===== src/rtl/cmd_frame_pkg.sv =====
// Shared types and constants for the UART command-frame decoder.
// Holds the frame FSM state encoding and the error codes reported on err_code.
package cmd_frame_pkg;

  typedef enum logic [1:0] {
    IDLE    = 2'd0,
    PAYLOAD = 2'd1,
    CHECK   = 2'd2
  } state_t;

  localparam logic [2:0] ERR_NONE     = 3'd0;
  localparam logic [2:0] ERR_BAD_CMD  = 3'd1;
  localparam logic [2:0] ERR_TIMEOUT  = 3'd2;
  localparam logic [2:0] ERR_CHECKSUM = 3'd3;
  localparam logic [2:0] ERR_OVERFLOW = 3'd4;

endpackage


===== src/rtl/cmd_byte_timeout.sv =====
// Inter-byte timeout counter: counts idle sclk cycles inside a frame and
// flags the cycle in which the limit is reached without a byte arriving.
module cmd_byte_timeout #(
  parameter int TIMEOUT_CYC = 50000
) (
  input  logic sclk,
  input  logic reset,
  input  logic clr,
  input  logic run,
  output logic expire
);

  localparam int TW = $clog2(TIMEOUT_CYC);
  localparam logic [TW-1:0] TMAX = TW'(TIMEOUT_CYC - 1);

  logic [TW-1:0] tcnt_reg;

  // A byte in the expiry cycle drives clr, which suppresses expire.
  assign expire = run && !clr && (tcnt_reg == TMAX);

  always_ff @(posedge sclk or negedge reset) begin
    if (!reset) begin
      tcnt_reg <= '0;
    end else if (clr || expire) begin
      tcnt_reg <= '0;
    end else if (run) begin
      tcnt_reg <= tcnt_reg + TW'(1);
    end
  end

endmodule


===== src/rtl/cmd_frame_decode.sv =====
// UART command-frame decoder: parses CMD [PAYLOAD] [CHK], streams payload into
// the write FIFO, and reports triggers, aborts and error codes (all registered).
module cmd_frame_decode
  import cmd_frame_pkg::*;
#(
  parameter int          PAYLOAD_LEN = 4,
  parameter logic [7:0]  WR_CMD      = 8'h55,
  parameter logic [7:0]  RD_CMD      = 8'haa,
  parameter bit          CHK_EN      = 1'b1,
  parameter int          TIMEOUT_CYC = 50000
) (
  input  logic       sclk,
  input  logic       reset,
  input  logic       uart_flag,
  input  logic [7:0] uart_data,
  input  logic       wfifo_full,
  output logic       wfifo_wr_en,
  output logic [7:0] wfifo_data,
  output logic       wr_trig,
  output logic       rd_trig,
  output logic       wr_abort,
  output logic [2:0] err_code,
  output logic       busy
);

  localparam int CW = $clog2(PAYLOAD_LEN + 1);
  localparam logic [CW-1:0] CNT_LAST = CW'(PAYLOAD_LEN - 1);

  state_t        state_reg;
  logic [CW-1:0] cnt_reg;
  logic [7:0]    chk_reg;
  logic          tmo_clr;
  logic          tmo_run;
  logic          tmo_expire;

  assign tmo_clr = (state_reg == IDLE) || uart_flag;
  assign tmo_run = (state_reg != IDLE);

  cmd_byte_timeout #(
    .TIMEOUT_CYC (TIMEOUT_CYC)
  ) u_timeout (
    .sclk   (sclk),
    .reset  (reset),
    .clr    (tmo_clr),
    .run    (tmo_run),
    .expire (tmo_expire)
  );

  always_ff @(posedge sclk or negedge reset) begin
    if (!reset) begin
      state_reg   <= IDLE;
      cnt_reg     <= '0;
      chk_reg     <= '0;
      wfifo_wr_en <= 1'b0;
      wfifo_data  <= '0;
      wr_trig     <= 1'b0;
      rd_trig     <= 1'b0;
      wr_abort    <= 1'b0;
      err_code    <= ERR_NONE;
      busy        <= 1'b0;
    end else begin
      wfifo_wr_en <= 1'b0;
      wr_trig     <= 1'b0;
      rd_trig     <= 1'b0;
      wr_abort    <= 1'b0;
      case (state_reg)
        IDLE: begin
          if (uart_flag) begin
            if (uart_data == RD_CMD) begin
              rd_trig <= 1'b1;
            end else if (uart_data == WR_CMD) begin
              state_reg <= PAYLOAD;
              busy      <= 1'b1;
              cnt_reg   <= '0;
              chk_reg   <= '0;
            end else begin
              err_code <= ERR_BAD_CMD;
            end
          end
        end

        PAYLOAD: begin
          if (uart_flag) begin
            if (wfifo_full) begin
              // Byte is dropped; the whole frame is discarded downstream.
              wr_abort  <= 1'b1;
              err_code  <= ERR_OVERFLOW;
              state_reg <= IDLE;
              busy      <= 1'b0;
            end else begin
              wfifo_wr_en <= 1'b1;
              wfifo_data  <= uart_data;
              chk_reg     <= chk_reg ^ uart_data;
              if (cnt_reg == CNT_LAST) begin
                cnt_reg <= '0;
                if (CHK_EN) begin
                  state_reg <= CHECK;
                end else begin
                  wr_trig   <= 1'b1;
                  state_reg <= IDLE;
                  busy      <= 1'b0;
                end
              end else begin
                cnt_reg <= cnt_reg + CW'(1);
              end
            end
          end else if (tmo_expire) begin
            wr_abort  <= 1'b1;
            err_code  <= ERR_TIMEOUT;
            state_reg <= IDLE;
            busy      <= 1'b0;
          end
        end

        CHECK: begin
          if (uart_flag) begin
            if (uart_data == chk_reg) begin
              wr_trig <= 1'b1;
            end else begin
              wr_abort <= 1'b1;
              err_code <= ERR_CHECKSUM;
            end
            state_reg <= IDLE;
            busy      <= 1'b0;
          end else if (tmo_expire) begin
            wr_abort  <= 1'b1;
            err_code  <= ERR_TIMEOUT;
            state_reg <= IDLE;
            busy      <= 1'b0;
          end
        end

        default: begin
          state_reg <= IDLE;
          busy      <= 1'b0;
        end
      endcase
    end
  end

endmodule

===== config.mk =====
export PLATFORM = sky130hd
export DESIGN_NAME = cmd_frame_decode
export DESIGN_NICKNAME = d
export VERILOG_FILES = /design/src/rtl/cmd_frame_pkg.sv /design/src/rtl/cmd_byte_timeout.sv /design/src/rtl/cmd_frame_decode.sv
export SDC_FILE = /design/constraint.sdc
export NUM_CORES = 1
export LEC_CHECK = 0
export CORE_ASPECT_RATIO = 1.2
export CORE_UTILIZATION = 50
export CTS_CLUSTER_SIZE = 16
export DETAILED_ROUTE_END_ITERATION = 8
export GPL_TIMING_DRIVEN = 1
export PLACE_DENSITY = 0.86
export SYNTH_ARGS = -nofsm -noshare
export SYNTH_HDL_FRONTEND = slang
export SYNTH_SLANG_ARGS = --single-unit

===== constraint.sdc =====
create_clock -name sclk -period 2 [get_ports sclk]
set_input_delay 0.3 -clock sclk [delete_from_list [all_inputs] [get_ports sclk]]
set_output_delay 0.3 -clock sclk [all_outputs]
set_load 0.01 [all_outputs]

# --- Yosys cells after proc, flatten, opt, wreduce, memory -nomap -nowiden ---
# Cells that the tools add are included.
totals:
  in_bits: 12
  output_inout_bits: 16
  ff_bits: 45
  word_cells: 102
classes:
  reduce_logical: 15
  n_bitwise: 2
  n_addsub: 2
  n_eq_ne: 16
  n_mux: 56
op_table:
  columns: ["operator", "count"]
  rows:
  - ["3-bit two-way mux", 14]
  - ["8-bit two-way mux", 5]
  - ["16-bit two-way mux", 2]
  - ["1-bit two-way mux", 21]
  - ["16-bit by 1-bit adder with 16-bit output (second input constant)", 1]
  - ["16-bit == test (second input constant)", 1]
  - ["2-bit two-way mux", 8]
  - ["8-bit one-hot mux with 2 select lines", 1]
  - ["6-bit AND reduction", 2]
  - ["2-bit != test (second input constant)", 5]
  - ["3-bit one-hot mux with 3 select lines", 1]
  - ["8-bit by 7-bit == test with 1-bit output (second input constant)", 1]
  - ["8-bit == test", 1]
  - ["8-bit == test (second input constant)", 1]
  - ["4-bit AND reduction", 2]
  - ["8-bit bitwise XOR", 1]
  - ["3-bit != test (second input constant)", 2]
  - ["2-bit one-hot mux with 3 select lines", 1]
  - ["3-bit one-hot mux with 2 select lines", 1]
  - ["2-bit nonzero test", 3]
  - ["4-bit != test (second input constant)", 1]
  - ["3-bit by 1-bit adder with 3-bit output (second input constant)", 1]
  - ["3-bit by 2-bit == test with 1-bit output (second input constant)", 1]
  - ["1-bit one-hot mux with 3 select lines", 1]
  - ["11 further kinds", 13]

# --- Longest topological paths before layout ---
# Gate-level depths: netlist (run 1).
depth:
  ltp_word: 8
  ltp_mapped: 8
  mapped_depth_nobuf: 7

# --- Hierarchy ---
# Synthesis (run 1) repeated with hierarchy kept, for this count alone.
hier_totals:
  cells_unflattened: 234
  hier_area_um2: 2414.8
modules_own_cells:
  columns: ["mod", "seq_area_each_um2", "n_inst", "area_per_inst_um2", "cells_per_inst"]
  rows:
  - ["cmd_frame_decode", 725.7, 1, 1576.5, 149]
  - ["cmd_byte_timeout", 400.4, 1, 838.3, 85]

# --- Least setup slack after synthesis (run 1) ---
# No wires, ideal clock.
synth_path:
  path_type: "flip-flop to flip-flop"
  startpoint: "register u_timeout.tcnt_reg[0]"
  endpoint: "register busy"
  arrival_ps: 1777
  required_ps: 1874
  stages_incl_launch_ff: 7
  synth_period_minus_slack_ps: 1903
  slack_ps: 97
  n_path_buf: 0
  setup_ps: 126
  cell_sequence: "dfrtp_1 ha_1 nand3_2 or4_4 or2_4 and3_1 o32a_1"
synth_via:
  elab_chain_cells: 5
  word_cells_on_any_way: 6
  classes_between: "eq/ne: 1; mux: 4; reduce/logical: 1"
synth_lines:
  columns: ["item", "line", "rtl"]
  rows:
  - ["start, declared", "cmd_byte_timeout.sv:16", "logic [TW-1:0] tcnt_reg;"]
  - ["start signal, assigned", "cmd_byte_timeout.sv:27", "tcnt_reg <= tcnt_reg + TW'(1);"]
  - ["16-bit == test (*)", "cmd_byte_timeout.sv:19", "assign expire = run && !clr && (tcnt_reg == TMAX);"]
  - ["1-bit logical AND (*)", "cmd_byte_timeout.sv:19", null]
  - ["1-bit two-way mux (*)", null, null]
  - ["1-bit two-way mux, on equally long branches", null, null]
  - ["1-bit one-hot mux with 3 select lines (*)", null, null]
  - ["end signal, assigned", "cmd_frame_decode.sv:60", "busy <= 1'b0;"]
  - ["end signal, assigned", "cmd_frame_decode.sv:73", "busy <= 1'b1;"]
  - ["end signal, assigned", "cmd_frame_decode.sv:89", "busy <= 1'b0;"]
  - ["end, declared", "cmd_frame_decode.sv:23", "output logic busy"]
# Every way passes the cells marked *; elsewhere a longest branch is shown, timed or not.
# A chain may end at the register's enable or synchronous reset.

# --- Final worst setup path (run 1) ---
layout_path:
  startpoint: "input port uart_data[5]"
  endpoint: "register err_code[0]"
layout_via:
  elab_chain_cells: 3
  word_cells_on_any_way: 7
  classes_between: "eq/ne: 6; reduce/logical: 1"
layout_lines:
  columns: ["item", "line", "rtl"]
  rows:
  - ["start, declared", "cmd_frame_decode.sv:15", "input logic [7:0] uart_data,"]
  - ["8-bit == test, or another cell as far along", "cmd_frame_decode.sv:117", "if (uart_data == chk_reg) begin"]
  - ["3-bit != test (no source line) or 2-bit != test (tied branches)", null, null]
  - ["6-bit AND reduction (no source line) (*)", null, null]
  - ["end signal, assigned", "cmd_frame_decode.sv:109", "err_code <= ERR_TIMEOUT;"]
  - ["end signal, assigned", "cmd_frame_decode.sv:121", "err_code <= ERR_CHECKSUM;"]
  - ["end signal, assigned", "cmd_frame_decode.sv:127", "err_code <= ERR_TIMEOUT;"]
  - ["end, declared", "cmd_frame_decode.sv:22", "output logic [2:0] err_code,"]
# Marks and branches as above.

==> results of run 1 <==
[what timing repair did]
action,4_1_cts,5_1_grt
setup endpoints to repair,0,4
hold buffers,0,0
buffers inserted,0,1
gates resized for setup,0,7
[per-layer routing]
metal  up-vias  track usage [%]  part of all wire [%]
met2        36             39.9                    52
met3        15             2.98                   2.4
met5         -                0                     0
met1       965             28.0                    43
li1        959                -                     -
met4         0             12.9                   2.8
[logic make-up (layout without fill, tap and decap cells)]
logic type	Yosys count	count (layout)	synth area share [%]
AND/OR/NAND/NOR	89	89	19.9
buffers and inverters	26	81	4.50
AO/OA/AOI/OAI	54	54	14.9
multiplexers	2	2	0.912
flip-flops	45	45	48.3
XOR/XNOR	22	22	8.26
adder cells (fa/ha/maj)	6	6	3.22
[power breakdown]
part	internal [uW]	leakage [uW]	switching, uW
combinational	669	0.000694	723
clock	313	0.0000542	313
sequential	1130	0.000601	150
[cell type report]
class                           count  area (um2)  share of cell area [%]
Clock buffer                        7        96.3                    3.24
Clock inverter                      1        5.00                   0.168
Inverter                           20        75.1                    2.52
Multi-Input combinational cell    173        1130                    38.0
Sequential cell                    45        1130                    37.8
Tap cell                           56        70.1                    2.35
Timing Repair Buffer               53         473                    15.9
[per-stage QoR]
step	setup TNS (ns)	total power, uW	hold WS (ns)
after floorplan	0	2010	0.00441
after global placement	-0.596	2560	0.412
after detailed placement	-0.826	2630	0.420
after CTS	0	3250	0.0835
after global routing	-0.0273	3500	0.119
final	0	3300	0.0645
[how the worst max path moves through the flow]
stage,startpoint,depth (start not counted),endpoint
CTS,state_reg[0],7,busy
global route,uart_data[5],8,err_code[1]
global placement,uart_data[5],7,err_code[0]
detailed placement,uart_data[5],7,err_code[0]
finish,uart_data[5],7,err_code[0]
floorplan,u_timeout.tcnt_reg[0],6,busy
[placed cells by master (no fill, tap or decap), drive strengths merged, types with 2 or more instances in the layout]
cell type       n
buf            27
o41ai           8
nand4           5
clkbuf          7
dfrtp          45
nor2           29
inv            20
and3            5
clkdlybuf4s50  26
and4bb          2
a21o            2
or4             2
ha              6
xor2           12
xnor2          10
o21ai          30
nand4bb         2
nor4            4
or2             2
nand2          23
nand3           4
nor3            6
==> summary.txt, run 1 <==
Outcome
  – Outcome: complete, no violations

Clock network
  – Clk sinks: 45
  – Clock transition at path regs: 0.09 ns
  – Clock Root Buffer: clkbuf_8
  – CTS tree: yes
  – H-tree Lvls: 2
  – Clk Latency, worst-skew pair: 0.31 ns
  – Longest Clk Path Bufs: 2
  – CTS Buf Count: 5

Die
  – Initial Utilization: 53.5%
  – Die H: 76.8 um
  – Core area: 4360 um2
  – Die W: 64.4 um
  – # IOs: 28
  – Die Area: between 4000 and 5000 um2
  – Row cnt: 26

Synthesis
  – EDFF count, synth: 0
  – Post-synth top area share: between 40% and 50%
  – Avg Synthesized Cell Area: 9.56 um2
  – Cells after Synth: 244
  – Post-synth top area cell: dfrtp_1
  – Netlist cell types: 47
  – Most common cell in the netlist: dfrtp_1
  – Predominant post-synthesis flop cell: dfrtp_1
  – Sequential fraction of the synthesis area: 48.3%
  – Syn nets: 262
  – Ys async rst share: between 90% and 100%
  – Synthesis Warnings: 0
  – Top post-synthesis cells by count: dfrtp_1 (45), nor2_1 (29), o21ai_0 (27), nand2_1 (23), inv_1 (20)
  – Ranking of synthesized cells by area: dfrtp_1 (48%), o21ai_0 (5.8%), nor2_1 (4.7%)
  – Mapped Area: 2330 um2
  – Register bit total from synthesis: 45

Critical path
  – Internal reg-to-reg setup slack: 0.10 ns
  – Worst EP required: about 2.2 ns
  – CP max-delay cell: clkdlybuf4s50_1
  – Critical path class: input port to flop
  – Crit-path max cell delay: between 0.4 and 0.5 ns
  – Reg2reg end: busy
  – Worst Path Arrival: 2.11 ns
  – Critical path cell sequence: clkdlybuf4s50_1 -> xor2_1 -> nor4_2 -> buf_4 -> nand4_1 -> and3_4 -> a221o_1
  – Crit end category: flop
  – CP Launch Type: input port
  – WP buf/inv: 2
  – CP top delay family: buffers and inverters
  – Reg2reg start: state_reg[0]
  – R2R depth: 7
  – CP max FO: 5

Cells and area
  – Synth-to-layout area growth: 27.6%
  – Largest register FFs: 16
  – Layout Cells excl Fill: 355
  – Final core utilization: 68.3%
  – N_diodes: 0
  – Final Net Count: 316
  – Fill cell count: 350
  – Final Cell Area: 2980 um2
  – Share of cells above drive strength 1: roughly 17%

Placed design
  – Pre-CTS setup slack: -0.234 ns
  – Routability cong.: 0.924
  – Post-DP HPWL: 3660 um
  – Cells after DPL: 346
  – PortBufs: 27
  – Placed Area: around 2800 um2

Routing
  – DR vias/cell: 5.56
  – Via count: around 2000
  – Routed wire per std cell: 14.6 um
  – Residual DRC: 0
  – Drt total wl: 5190 um
  – Drt pass-1 iters: 4
  – Antenna-violating nets left: 0
  – Initial DRC Count: roughly 140

Timing
  – Fin crit period: 1.91 ns
  – Fmax: 523 MHz
  – Setup WS post-layout: 0.0879 ns
  – Final hold vios: 0
  – Final period utilization: 95.6%
  – Relative slew slack: 62.2%
  – Worst-margin pin slew: 0.566 ns
  – Slew Limit Fails: 0
  – Clock skew: about 0.014 ns
  – # setup viols final: 0

GRT
  – GRT Residual Overflow: 0
  – Largest net degree at the start of global routing: between 40 and 50
  – Initial antenna violation count: 0
  – First-pass GRT wire length: 8920 um
  – All-Layer GR Usage: about a quarter
  – Vias in the first global route: 1994

Power
  – PwrDens: 1110 nW/um2
  – Leak Pwr: 0.00135 uW
  – Worst vdd ir: 0.000487 V

Worst hold path
  – HP Class: input port to async pin

Job
  – Max Cap Viol: 0
(Power assumes the default switching activity.)
==> run 2: changes to the inputs <==
Settings changed: CTS_BUF_LIST set to sky130_fd_sc_hd__clkbuf_16.
==> summary.txt, run 2 (synthesis results as in run 1) <==
Power
  – Share of total power in combinational logic: 40.2%
  – Worst vdd ir: 0.000498 V
  – Pint: 2250 uW
  – Sw frac: 35.1%
  – Leak Pwr: 0.00136 uW
  – Clock Power Share: a little under a quarter
  – PwrDens: 1150 nW/um2
  – Sw Pwr: 1210 uW
  – Register share of total power: a little under two fifths
  – Post-route total power: 3460 uW

Routing
  – Initial DRC Count: approximately 170
  – Residual DRC: 0
  – Drt pass-1 iters: 4
  – Routed wire per std cell: 14.7 um
  – DR vias/cell: 5.60
  – Met2 Wirelength: 2710 um
  – Highest routed layer: met4
  – Drt total wl: 5190 um
  – Via count: 1981
  – WL met3: around 240 um
  – Antenna-violating nets left: 0
  – DRT met1 WL: 2120 um

Die
  – Die W: 64.4 um
  – Row cnt: 26
  – Initial Utilization: 53.5%
  – # IOs: 28
  – Die H: 76.8 um
  – Die Area: about 4900 um2
  – Core area: 4360 um2

Clock network
  – Clock Root Buffer: clkbuf_16
  – CTS tree: yes
  – Clk Latency, worst-skew pair: approximately 0.29 ns
  – CTS Buf Count: 5
  – Clk sinks: between 40 and 50
  – Hold-fix buffers at CTS: 0
  – Clock transition at path regs: 0.06 ns
  – H-tree Lvls: 2
  – Post-CTS Setup Bufs: 0
  – Longest Clk Path Bufs: 2

Cells and area
  – Final Net Count: around 320
  – Synth-to-layout area growth: 29.0%
  – Share of cells above drive strength 1: 16.1%
  – Layout Cells excl Fill: between 300 and 400
  – N_diodes: 0
  – Most frequent cells in the layout: dfrtp_1 (45), nor2_1 (29), o21ai_0 (27), clkdlybuf4s50_1 (26), buf_4 (24)
  – Largest register FFs: 16
  – Commonest non-fill, non-tap cell in the layout: dfrtp_1
  – Final Cell Area: 3010 um2

Timing
  – Fin crit period: 1.94 ns
  – Slew Limit Fails: 0
  – Final hold vios: 0
  – # setup viols final: 0
  – RSZ-0062 raised after global routing: true
  – Fmax: 516 MHz
  – Worst-margin pin slew: 0.562 ns
  – Clock skew: 0.00731 ns
  – Final period utilization: around 97%
  – Relative slew slack: between 60% and 70%

Critical path
  – Crit end category: flop
  – R2R depth: 6
  – Reg2reg start: u_timeout.tcnt_reg[0]
  – CP max-delay cell: clkdlybuf4s50_1
  – CP Launch Type: input port
  – Critical path class: input port to flop
  – Critical path cell sequence: clkdlybuf4s50_1 -> xor2_1 -> nor4_2 -> buf_4 -> nand4_1 -> and3_4 -> a221o_1
  – Crit-path max cell delay: 0.49 ns
  – Reg2reg end: busy
  – Internal reg-to-reg setup slack: ~0.080 ns
  – Worst EP required: 2.17 ns
  – CP max FO: 5
  – Worst Path Arrival: around 2.1 ns

Worst hold path
  – HP Class: input port to async pin

Outcome
  – Outcome: complete, no violations

Placed design
  – Cells after DPL: about 350
  – PortBufs: 27
  – Placed Area: 2840 um2
  – Post-DP HPWL: 3660 um
  – Routability cong.: a little over 0.9

GRT
  – First-pass GRT wire length: 9010 um
  – Initial antenna violation count: 0
  – Largest net degree at the start of global routing: 46
  – All-Layer GR Usage: approximately a quarter
  – Vias in the first global route: roughly 2000
  – GRT Residual Overflow: 0

Job
  – Max Cap Viol: 0
==> run 2: cell types whose count changed in the layout (fill, tap and decap cells not counted), sizes merged <==
| cell | before | now |
|---|---|---|
| clkbuf | 7 | 5 |
| clkinv | 1 | 3 |
| buf | 27 | 26 |
==> run 2: how the worst max path moves through the flow <==
stage	slack, ns	endpoint	from	cells after the start
after CTS	0.05	busy	u_timeout.tcnt_reg[0]	6
after global placement	-0.19	err_code[0]	uart_data[5]	7
after detailed placement	-0.23	err_code[0]	uart_data[5]	7
final	0.06	err_code[0]	uart_data[5]	7
after global routing	-0.04	err_code[1]	uart_data[5]	8
after floorplan	0.1	busy	u_timeout.tcnt_reg[0]	6
==> run 2: layout make-up <==
| type | instances | area [um2] |
|---|---|---|
| well taps | 56 | 70.1 |
| fillers | 341 | 1350 |
| inverters | 20 | 75.1 |
| repair buffers | 52 | 465 |
| multi-input cells | 173 | 1130 |
| clock inverters | 3 | 12.5 |
| clock buffers | 5 | 125 |
| flip-flops and latches | 45 | 1130 |
==> run 2: what timing repair did <==
| item | CTS | global route |
|---|---|---|
| setup endpoints to repair | 0 | 4 |
| endpoints found under the hold margin | 0 | 0 |
| resized for setup | 0 | 7 |
==> run 2: per-stage QoR <==
step	setup TNS [ns]	util [%]	hold WS (ns)	worst slack, ns
finish	0	69.0	0.0837	0.0619
CTS	0	68.3	0.112	0.0457
global placement	-0.596	65.1	0.412	-0.195
detailed placement	-0.826	65.1	0.420	-0.234
global route	-0.102	69.0	0.145	-0.0400
floorplan	0	-	0.00441	0.0970
==> run 2: worst max-delay path: cells and delay by family <==
kind / cells / cell delay, ns
AOI/OAI and AO/OA: 1 / 0.28
xor gates and xnor gates: 1 / 0.20
buffers and inverters: 2 / 0.67
and+or+nand+nor: 3 / 0.66
==> run 2: power by group through the flow <==
| stage | Sequential (uW) | Clock [uW] | Combinational (uW) |
|---|---|---|---|
| final | 1280 | 784 | 1390 |
| after global routing | 1310 | 826 | 1530 |
| after CTS | 1290 | 792 | 1330 |
| after detailed placement | 1300 | 0 | 1320 |
| after global placement | 1280 | 0 | 1280 |
| after floorplan | 1330 | 0 | 682 |
==> run 2: layer usage <==
metal | vias up | track usage, %
met2 | 61 | 40.5
met5 | - | 0
met1 | 948 | 28.5
met4 | 0 | 9.11
li1 | 958 | -
met3 | 14 | 4.76
==> run 3: changes to the inputs <==
Settings changed: CORE_ASPECT_RATIO 1.2 to 0.75, SLEW_MARGIN set to 25.
==> summary.txt, run 3 (synthesis results as in run 1) <==
Outcome
  – Outcome: complete, no violations

Power
  – Worst vdd ir: 0.000607 V
  – Clock Power Share: 22.0%
  – Sw Pwr: between 1000 and 1500 uW
  – PwrDens: 1150 nW/um2
  – Leak Pwr: 0.00139 uW
  – Share of total power in combinational logic: 41.4%
  – Post-route total power: 3530 uW
  – Pint: 2300 uW
  – Register share of total power: 36.6%
  – Sw frac: 35.0%

Timing
  – Final hold vios: 0
  – Worst-margin pin slew: 0.572 ns
  – Final period utilization: 97.3%
  – Fin crit period: 1.95 ns
  – Slew Limit Fails: 0
  – RSZ-0062 raised after global routing: false
  – # setup viols final: 0
  – Worst hold margin: 0.0875 ns
  – Relative slew slack: 61.8%
  – Fmax: 514 MHz
  – Clock skew: 0.00734 ns

Routing
  – Via count: 2029
  – Drt pass-1 iters: 4
  – Met2 Wirelength: roughly 2700 um
  – Routed wire per std cell: 15.8 um
  – Initial DRC Count: 183
  – DRT met1 WL: 2630 um
  – Antenna-violating nets left: 0
  – WL met3: 331 um
  – Drt total wl: approximately 5700 um
  – Highest routed layer: met4
  – Residual DRC: 0
  – DR vias/cell: about 5.6

Job
  – Max Cap Viol: 0

Clock network
  – Clock Root Buffer: clkbuf_16
  – Hold-fix buffers at CTS: 0
  – Longest Clk Path Bufs: 2
  – Clk sinks: 45
  – Clock transition at path regs: 0.06 ns
  – CTS tree: yes
  – H-tree Lvls: 2
  – CTS Buf Count: 5
  – Clk Latency, worst-skew pair: 0.28 ns

Cells and area
  – Synth-to-layout area growth: 31.2%
  – Fill cell count: 324
  – Final core utilization: roughly 70%
  – Commonest non-fill, non-tap cell in the layout: dfrtp_1
  – Most frequent cells in the layout: dfrtp_1 (45), buf_4 (31), nor2_1 (29), o21ai_0 (27), clkdlybuf4s50_1 (26)
  – Largest register FFs: 16
  – N_diodes: 0
  – Share of cells above drive strength 1: between 10% and 20%
  – Final Net Count: ~320
  – Layout Cells excl Fill: 362

Die
  – Die H: 61.2 um
  – Die W: 80.9 um
  – Initial Utilization: 52.2%
  – # IOs: 28
  – Row cnt: 21
  – Die Area: a little under 5000 um2
  – Core area: approximately 4500 um2

GRT
  – All-Layer GR Usage: 24.7%
  – Vias in the first global route: 1919
  – First-pass GRT wire length: a little over 9000 um
  – Initial antenna violation count: 0
  – Largest net degree at the start of global routing: 46
  – GRT Residual Overflow: 0

Worst hold path
  – HP Class: input port to async pin

Critical path
  – Worst Path Arrival: 2.11 ns
  – R2R depth: 7
  – CP Launch Type: flop
  – Critical path class: flop to flop
  – Reg2reg end: busy
  – Worst EP required: 2.16 ns
  – Crit end category: flop
  – Reg2reg start: state_reg[1]
  – CP max FO: 4
  – Internal reg-to-reg setup slack: 0.05 ns

Placed design
  – Cells after DPL: between 300 and 400
  – PortBufs: 27
  – Post-DP HPWL: 4000 um
  – Routability cong.: 0.895
[run 3: layout make-up]
type                       count  area (um2)  share of cell area (%)
clock buffer                   5         125                    4.09
clock inverter                 3        13.8                   0.450
inverter                      20        75.1                    2.45
multi-input combinational    173        1130                    37.0
sequential                    45        1130                    36.8
tap                           57        71.3                    2.33
timing repair buffer          59         518                    16.9
[run 3: per-stage QoR]
| stage | cell area [um2] | setup slack, ns | setup TNS [ns] |
|---|---|---|---|
| floorplan | 2330 | 0.0970 | 0 |
| global placement | 2890 | -0.164 | -0.532 |
| detailed placement | 2890 | -0.231 | -0.812 |
| CTS | 3020 | 0.0125 | 0 |
| global route | 3060 | 0.00297 | 0 |
| finish | 3060 | 0.0533 | 0 |
[run 3: power by group through the flow]
stage                     Combinational, uW  Sequential (uW)  Clock [uW]
after detailed placement               1390             1300           0
after global routing                   1600             1320         824
after floorplan                         682             1330           0
after CTS                              1410             1290         781
final                                  1460             1290         778
after global placement                 1330             1300           0
[run 3: worst max path at each step]
stage                                startpoint          end  slack (ns)
final                              state_reg[1]         busy        0.05
after global placement             uart_data[1]  err_code[0]       -0.16
after floorplan           u_timeout.tcnt_reg[0]         busy         0.1
after detailed placement           uart_data[2]  err_code[0]       -0.23
after CTS                          state_reg[0]         busy        0.01
after global routing               uart_data[6]  err_code[2]       0.003
[run 3: per-layer routing]
metal  vias to the layer above  GRT usage [%]
met5                         -              0
met4                         0           6.38
met3                         6           5.04
met2                        69           39.5
met1                       978           34.7
li1                        976              -
[run 3: repair_timing]
item,in CTS,in global routing
hold endpoints to repair,0,0
endpoints found under the setup margin,1,3
pin swaps,1,4
setup buffers,0,1
gates resized for setup,0,7
[run 3: worst max-delay path: stages (launching register included)]
cell and delay, ns:
dfrtp_1 0.38, inv_2 0.07, ha_4 0.16, nor4bb_2 0.29, nand4_1 0.17, or2_4 0.30
and3_4 0.18, o32a_1 0.28
